===== src/rtl/rate_pkg.sv =====
// rtl/rate_pkg.sv - shared constants and types for the rate sequencer
package rate_pkg;
  localparam int DEPTH   = 4;
  localparam int ADDR_W  = 2;
  localparam int RATE_W  = 11;
  localparam int STEPS_W = 4;
  localparam int CNT_W   = 4;

  localparam logic [1:0] SPEED_HOLD = 2'b00;
  localparam logic [1:0] SPEED_FAST = 2'b01;
  localparam logic [1:0] SPEED_MED  = 2'b10;
  localparam logic [1:0] SPEED_SLOW = 2'b11;

  localparam logic [RATE_W-1:0] RELOAD_HOLD = 11'd0;
  localparam logic [RATE_W-1:0] RELOAD_FAST = 11'd499;
  localparam logic [RATE_W-1:0] RELOAD_MED  = 11'd999;
  localparam logic [RATE_W-1:0] RELOAD_SLOW = 11'd1999;

  localparam logic [1:0] ST_IDLE = 2'd0;
  localparam logic [1:0] ST_LOAD = 2'd1;
  localparam logic [1:0] ST_RUN  = 2'd2;
  localparam logic [1:0] ST_DONE = 2'd3;

  typedef struct packed {
    logic [1:0]         speed;
    logic [STEPS_W-1:0] steps;
  } prog_entry_t;
endpackage


===== src/rtl/rate_sequencer_if.sv =====
// rtl/rate_sequencer_if.sv - control, program-write and status bundle of the rate sequencer
interface rate_sequencer_if;
  import rate_pkg::*;

  logic               start;
  logic               stop;
  logic               write_en;
  logic [ADDR_W-1:0]  write_addr;
  logic [1:0]         write_speed;
  logic [STEPS_W-1:0] write_steps;
  logic               busy;
  logic               done;
  logic               tick;
  logic [ADDR_W-1:0]  entry;
  logic [CNT_W-1:0]   counter_value;

  modport master (
    output start, stop, write_en, write_addr, write_speed, write_steps,
    input  busy, done, tick, entry, counter_value
  );

  modport slave (
    input  start, stop, write_en, write_addr, write_speed, write_steps,
    output busy, done, tick, entry, counter_value
  );
endinterface


===== src/rtl/speed_reload_lut.sv =====
// rtl/speed_reload_lut.sv - speed code to down-counter reload value
module speed_reload_lut
  import rate_pkg::*;
(
  input  logic [1:0]        speed,
  output logic [RATE_W-1:0] reload
);
  always_comb begin
    reload = RELOAD_HOLD;
    case (speed)
      SPEED_HOLD: reload = RELOAD_HOLD;
      SPEED_FAST: reload = RELOAD_FAST;
      SPEED_MED:  reload = RELOAD_MED;
      SPEED_SLOW: reload = RELOAD_SLOW;
      default:    reload = RELOAD_HOLD;
    endcase
  end
endmodule


===== src/rtl/rate_sequencer.sv =====
// rtl/rate_sequencer.sv - runs a 4-entry (speed, steps) program driving the tick divider and display counter
module rate_sequencer
  import rate_pkg::*;
(
  input  logic             clk,
  input  logic             rst,
  rate_sequencer_if.slave  bus
);
  logic [1:0]         state;
  logic [RATE_W-1:0]  q;
  logic [STEPS_W-1:0] step_cnt;
  logic [ADDR_W-1:0]  entry_r;
  logic [CNT_W-1:0]   cv;
  prog_entry_t        prog     [DEPTH];
  prog_entry_t        run_prog [DEPTH];
  prog_entry_t        cur;
  logic [RATE_W-1:0]  reload;
  logic               tick_w;

  // The running program is a snapshot taken at Start, so a write in the
  // Start cycle lands in the table without affecting the run it launches.
  assign cur    = run_prog[entry_r];
  assign tick_w = (state == ST_RUN) && (q == '0);

  speed_reload_lut u_lut (
    .speed  (cur.speed),
    .reload (reload)
  );

  always_ff @(posedge clk or posedge rst) begin
    if (rst) begin
      state    <= ST_IDLE;
      q        <= '0;
      step_cnt <= '0;
      entry_r  <= '0;
      cv       <= '0;
      for (int i = 0; i < DEPTH; i++) begin
        prog[i]     <= '0;
        run_prog[i] <= '0;
      end
    end else begin
      if (state == ST_IDLE && bus.write_en)
        prog[bus.write_addr] <= '{speed: bus.write_speed, steps: bus.write_steps};

      if (bus.stop && state != ST_IDLE) begin
        state <= ST_IDLE;
      end else begin
        case (state)
          ST_IDLE: begin
            if (bus.start && !bus.stop) begin
              entry_r  <= '0;
              run_prog <= prog;
              state    <= ST_LOAD;
            end
          end
          ST_LOAD: begin
            if (cur.steps == '0) begin
              state <= ST_DONE;
            end else begin
              q        <= reload;
              step_cnt <= cur.steps;
              state    <= ST_RUN;
            end
          end
          ST_RUN: begin
            if (q != '0) begin
              q <= q - 1'b1;
            end else begin
              cv <= cv + 1'b1;
              if (step_cnt != STEPS_W'(1)) begin
                q        <= reload;
                step_cnt <= step_cnt - 1'b1;
              end else if (entry_r == ADDR_W'(DEPTH - 1)) begin
                state <= ST_DONE;
              end else begin
                entry_r <= entry_r + 1'b1;
                state   <= ST_LOAD;
              end
            end
          end
          ST_DONE: state <= ST_IDLE;
          default: state <= ST_IDLE;
        endcase
      end
    end
  end

  assign bus.busy          = (state == ST_LOAD) || (state == ST_RUN);
  assign bus.done          = (state == ST_DONE);
  assign bus.tick          = tick_w;
  assign bus.entry         = entry_r;
  assign bus.counter_value = cv;
endmodule

===== src/flat_wrapper.sv =====
// flat-port wrapper written by rule: the top's interface ports become plain ports
module rate_sequencer_flat import rate_pkg::*;
  (clk, rst, bus_start, bus_stop, bus_write_en, bus_write_addr, bus_write_speed, bus_write_steps, bus_busy, bus_done, bus_tick, bus_entry, bus_counter_value);
  rate_sequencer_if bus_i ();
  input  logic clk;
  input  logic rst;
  input wire logic [$bits(bus_i.start)-1:0] bus_start;
  input wire logic [$bits(bus_i.stop)-1:0] bus_stop;
  input wire logic [$bits(bus_i.write_en)-1:0] bus_write_en;
  input wire logic [$bits(bus_i.write_addr)-1:0] bus_write_addr;
  input wire logic [$bits(bus_i.write_speed)-1:0] bus_write_speed;
  input wire logic [$bits(bus_i.write_steps)-1:0] bus_write_steps;
  output wire logic [$bits(bus_i.busy)-1:0] bus_busy;
  output wire logic [$bits(bus_i.done)-1:0] bus_done;
  output wire logic [$bits(bus_i.tick)-1:0] bus_tick;
  output wire logic [$bits(bus_i.entry)-1:0] bus_entry;
  output wire logic [$bits(bus_i.counter_value)-1:0] bus_counter_value;
  assign bus_i.start = bus_start;
  assign bus_i.stop = bus_stop;
  assign bus_i.write_en = bus_write_en;
  assign bus_i.write_addr = bus_write_addr;
  assign bus_i.write_speed = bus_write_speed;
  assign bus_i.write_steps = bus_write_steps;
  assign bus_busy = bus_i.busy;
  assign bus_done = bus_i.done;
  assign bus_tick = bus_i.tick;
  assign bus_entry = bus_i.entry;
  assign bus_counter_value = bus_i.counter_value;
  rate_sequencer u_core (.clk(clk), .rst(rst), .bus(bus_i));
endmodule

===== config.mk =====
export PLATFORM = sky130hd
export DESIGN_NAME = rate_sequencer_flat
export DESIGN_NICKNAME = d
export VERILOG_FILES = /design/src/rtl/rate_pkg.sv /design/src/rtl/rate_sequencer_if.sv /design/src/rtl/speed_reload_lut.sv /design/src/rtl/rate_sequencer.sv /design/src/flat_wrapper.sv
export SDC_FILE = /design/constraint.sdc
export NUM_CORES = 1
export LEC_CHECK = 0
export ABC_AREA = 1
export CORE_MARGIN = 3
export CORE_UTILIZATION = 52
export CTS_CLUSTER_DIAMETER = 60
export DETAILED_ROUTE_END_ITERATION = 7
export GPL_TIMING_DRIVEN = 0
export PLACE_DENSITY = 0.78
export SLEW_MARGIN = 0
export SYNTH_ARGS = -nofsm -noshare
export SYNTH_HDL_FRONTEND = slang
export SYNTH_SLANG_ARGS = --single-unit

===== constraint.sdc =====
create_clock -name clk -period 2.85 [get_ports clk]
set_input_delay 0.285 -clock clk [delete_from_list [all_inputs] [get_ports clk]]
set_output_delay 0.285 -clock clk [all_outputs]
set_load 0.05 [all_outputs]

==> flow_summary_export.csv <==
group,metric,value,unit
sta,fmax,376.3,MHz
route,wl_met1,3517,um
cts,cts_buffers,9,
status,outcome,"completed",
sta,finalClockSkew,5.597,ps
cells_and_area,final_cell_area,0.004208,mm2
power_and_ir_drop,p_leak,2.124,nW
cells_and_area,ff_latch_area,0.001777,mm2
cts,post_cts_resized,0,
logic_synthesis,syn_area,0.003704,mm2
cts,clkLatencyLatePin,350,ps
floorplan,die_w,90.40,um
sta,relSlewSlack,0.4171,
logic_synthesis,avgSynthCellArea,7.764,um2
logic_synthesis,ys_types,31,
critical_path,end_kind,"primary output",
logic_synthesis,ys_ff_latch,71,
critical_path,r2r_end,"u_core.q[0]$_DFFE_PP0P_",
sta,rsz0062_at_grt,"no",
sta,setup_violations,0,
route,vias,3053,
sta,finalHoldViolations,0,
placement,place_area,0.004036,mm2
critical_path,cp_data_arrival_time,2370,ps
logic_synthesis,muxShareOfSynthArea,0,
critical_path,crit_path_max_fanout,8,
logic_synthesis,synth-compound-area-share,0.09392,
route,wl_met3,292,um
floorplan,dieHeight,90.40,um
power_and_ir_drop,ir_worst_vdd,0.4274,mV
logic_synthesis,synth_nets,504,
logic_synthesis,synth-xor-area-share,0.01655,
cells_and_area,area_growth,13.61,%
logic_synthesis,yosysWarnings,0,
floorplan,rows,30,
floorplan,die-area,0.008171,mm2
power_and_ir_drop,switching_power,1.986,mW
critical_path,critPathLaunchType,"flip-flop",
critical_path,cp-startpoint,"u_core.state[0]$_DFFE_PP0P_",
global_routing,grt_pass1_wl,13020,um
cells_and_area,fill_cells,608,
critical_path,r2r_slack,800,ps
route,ant_nets,0,
placement,place_congestion,0.8207,
logic_synthesis,synth-simple-area-share,0.2845,
sta,worst-slew-pin-transition,874.4,ps
sta,period_needed,2658,ps
placement,hpwl,5509,um
route,wl_met2,3703,um
route,drt_iter0_drc,124,
power_and_ir_drop,power.density,1068,mW/mm2
power_and_ir_drop,p_sw_frac,0.4420,
cts,clock_path_buffers,2,
placement,io_buffer_count,21,
floorplan,ios,22,
power_and_ir_drop,p_int,2.507,mW
floorplan,initial_core_util,0.5421,
cells_and_area,layout.nets,536,
cells_and_area,final_layout_size_suffix_gt1_frac,0.07018,
cts,cts_tree,"built",
logic_synthesis,synth_fa_ha_area_frac,0.04730,
cts,root_buffer,"clkbuf_8",
cts,cts_sinks,71,
route,dr.pass1.iters,6,
power_and_ir_drop,p_seq_frac,0.379,
job,drv_cap,0,
critical_path,critical_path_class,"reg -> out",
power_and_ir_drop,power.share.clock,0.160,
global_routing,grt_max_degree,72,
global_routing,grt_util_all_layers,0.1965,
critical_path,r2r-start,"u_core.bus.entry[0]$_DFFE_PP0P_",
logic_synthesis,synthCells,477,
power_and_ir_drop,p_comb_frac,0.461,
route,wire_per_inst,12.49,um
cells_and_area,layout_common_cells,"191 x nand2_1, 71 x dfrtp_1, 51 x inv_1",
floorplan,core,0.006832,mm2
cells_and_area,n_antenna_cell,0,
global_routing,antenna_found_initial,0,
logic_synthesis,yosysSeqAreaShare,0.4797,
critical_path,rr_worst_depth,12,
route,drt-total-wl,7609,um
cts,post_cts_buffers,0,
sta,maxSlewViolCount,0,
logic_synthesis,synth_top_family_by_area,"simple AND/OR/NAND/NOR gates",
critical_path,worst_ep_required_time,2570,ps
sta,setup_tns,0,ps
global_routing,grt.overflow.total,0,
cts,cts_hold_buf,0,
route,drc,0,
cells_and_area,layout_commonest_cell,"nand2_1",
global_routing,grt_pass1_vias,2856,
route,viasPerCell,5.013,
cells_and_area,multi_input_area,0.001638,mm2
cts,clk_pin_slew_worst_paths,70,ps
sta,period_share,0.9325,
cts,htreeDepth,3,
route,routed.top_layer,"met4",
hold_path,holdCritPathClass,"in -> async",
## power by group through the flow
stage / clock, mW / combinational, mW / sequential, mW
2_1_floorplan: 0 / 1.57 / 1.70
3_3_place_gp: 0 / 2.00 / 1.70
3_5_place_dp: 0 / 2.07 / 1.72
4_1_cts: 0.738 / 2.08 / 1.70
5_1_grt: 0.777 / 2.37 / 1.75
6_report: 0.719 / 2.07 / 1.70
## cells by family (layout without fill, tap and decap cells)
group / count (synthesis) / count (layout)
AND/OR/NAND/NOR: 252 / 252
flip-flops: 71 / 71
XOR/XNOR: 7 / 7
AO/OA/AOI/OAI: 64 / 64
adder cells (fa/ha/maj): 14 / 14
buffers and inverters: 69 / 105
## Yosys cell counts, drive strengths merged
master	n	area [um2]
a21oi	5	25.02
a31oi	1	6.260
a32oi	2	17.52
and2	1	6.260
buf	5	46.29
clkbuf	10	37.54
dfrtp	71	1777
ha	14	175.2
inv	54	205.2
nand2	194	740.7
nand3	27	140.1
nand4	4	25.02
nor2	22	110.1
nor3	4	31.28
o211ai	1	7.510
o21a	2	15.01
o21ai	53	276.5
xnor2	3	26.28
xor2	4	35.03
## cell type report
cell class                      instances  area share
Buffer                                 15     0.01992
Clock buffer                           10     0.03271
Clock inverter                          5    0.008029
Inverter                               54     0.04936
Multi-Input combinational cell        337      0.3892
Sequential cell                        71      0.4222
Tap cell                               96     0.02855
Timing Repair Buffer                   21     0.04996
## sequential cells by signal, indices dropped and copies added, names as in the netlist
name,cells
u_core.prog,24
u_core.run_prog,24
u_core.q,11
u_core.bus.counter_value,4
u_core.step_cnt,4
u_core.bus.entry,2
u_core.state,2
## metrics by stage
step	util	hold WS [ps]	instances	total power [mW]	setup WS, ps
after floorplan	-	406.0	477	3.272	750.6
after global placement	0.5905	457.2	594	3.694	-400.1
after detailed placement	0.5908	458.8	594	3.786	573.8
after CTS	0.6159	477.5	609	4.518	170.9
after global routing	0.6159	503.3	609	4.892	64.33
final	0.6159	467.3	609	4.493	192.4
## critical path, stage by stage (launching register included)
cell,delay [ps]
dfrtp_1,450
inv_1,130
ha_1,150
buf_2,190
inv_1,180
nor2_1,130
clkdlybuf4s50_1,800
## per-layer routing
layer | track usage | vias to the layer above
met2 | 0.3342 | 48
met1 | 0.2497 | 1442
li1 | - | 1554
met4 | 0.06122 | 0
met3 | 0.04500 | 9
met5 | 0 | -
## how the worst max path moves through the flow
stage	endpoint	slack (ps)
after global routing	bus_tick	60
after global placement	u_core.prog[13]$_DFFE_PP0P_	-400
after floorplan	u_core.q[2]$_DFFE_PP0P_	750
after CTS	bus_tick	170
final	bus_tick	190
after detailed placement	bus_tick	570
Note: power is estimated with default switching activity, not from simulation.
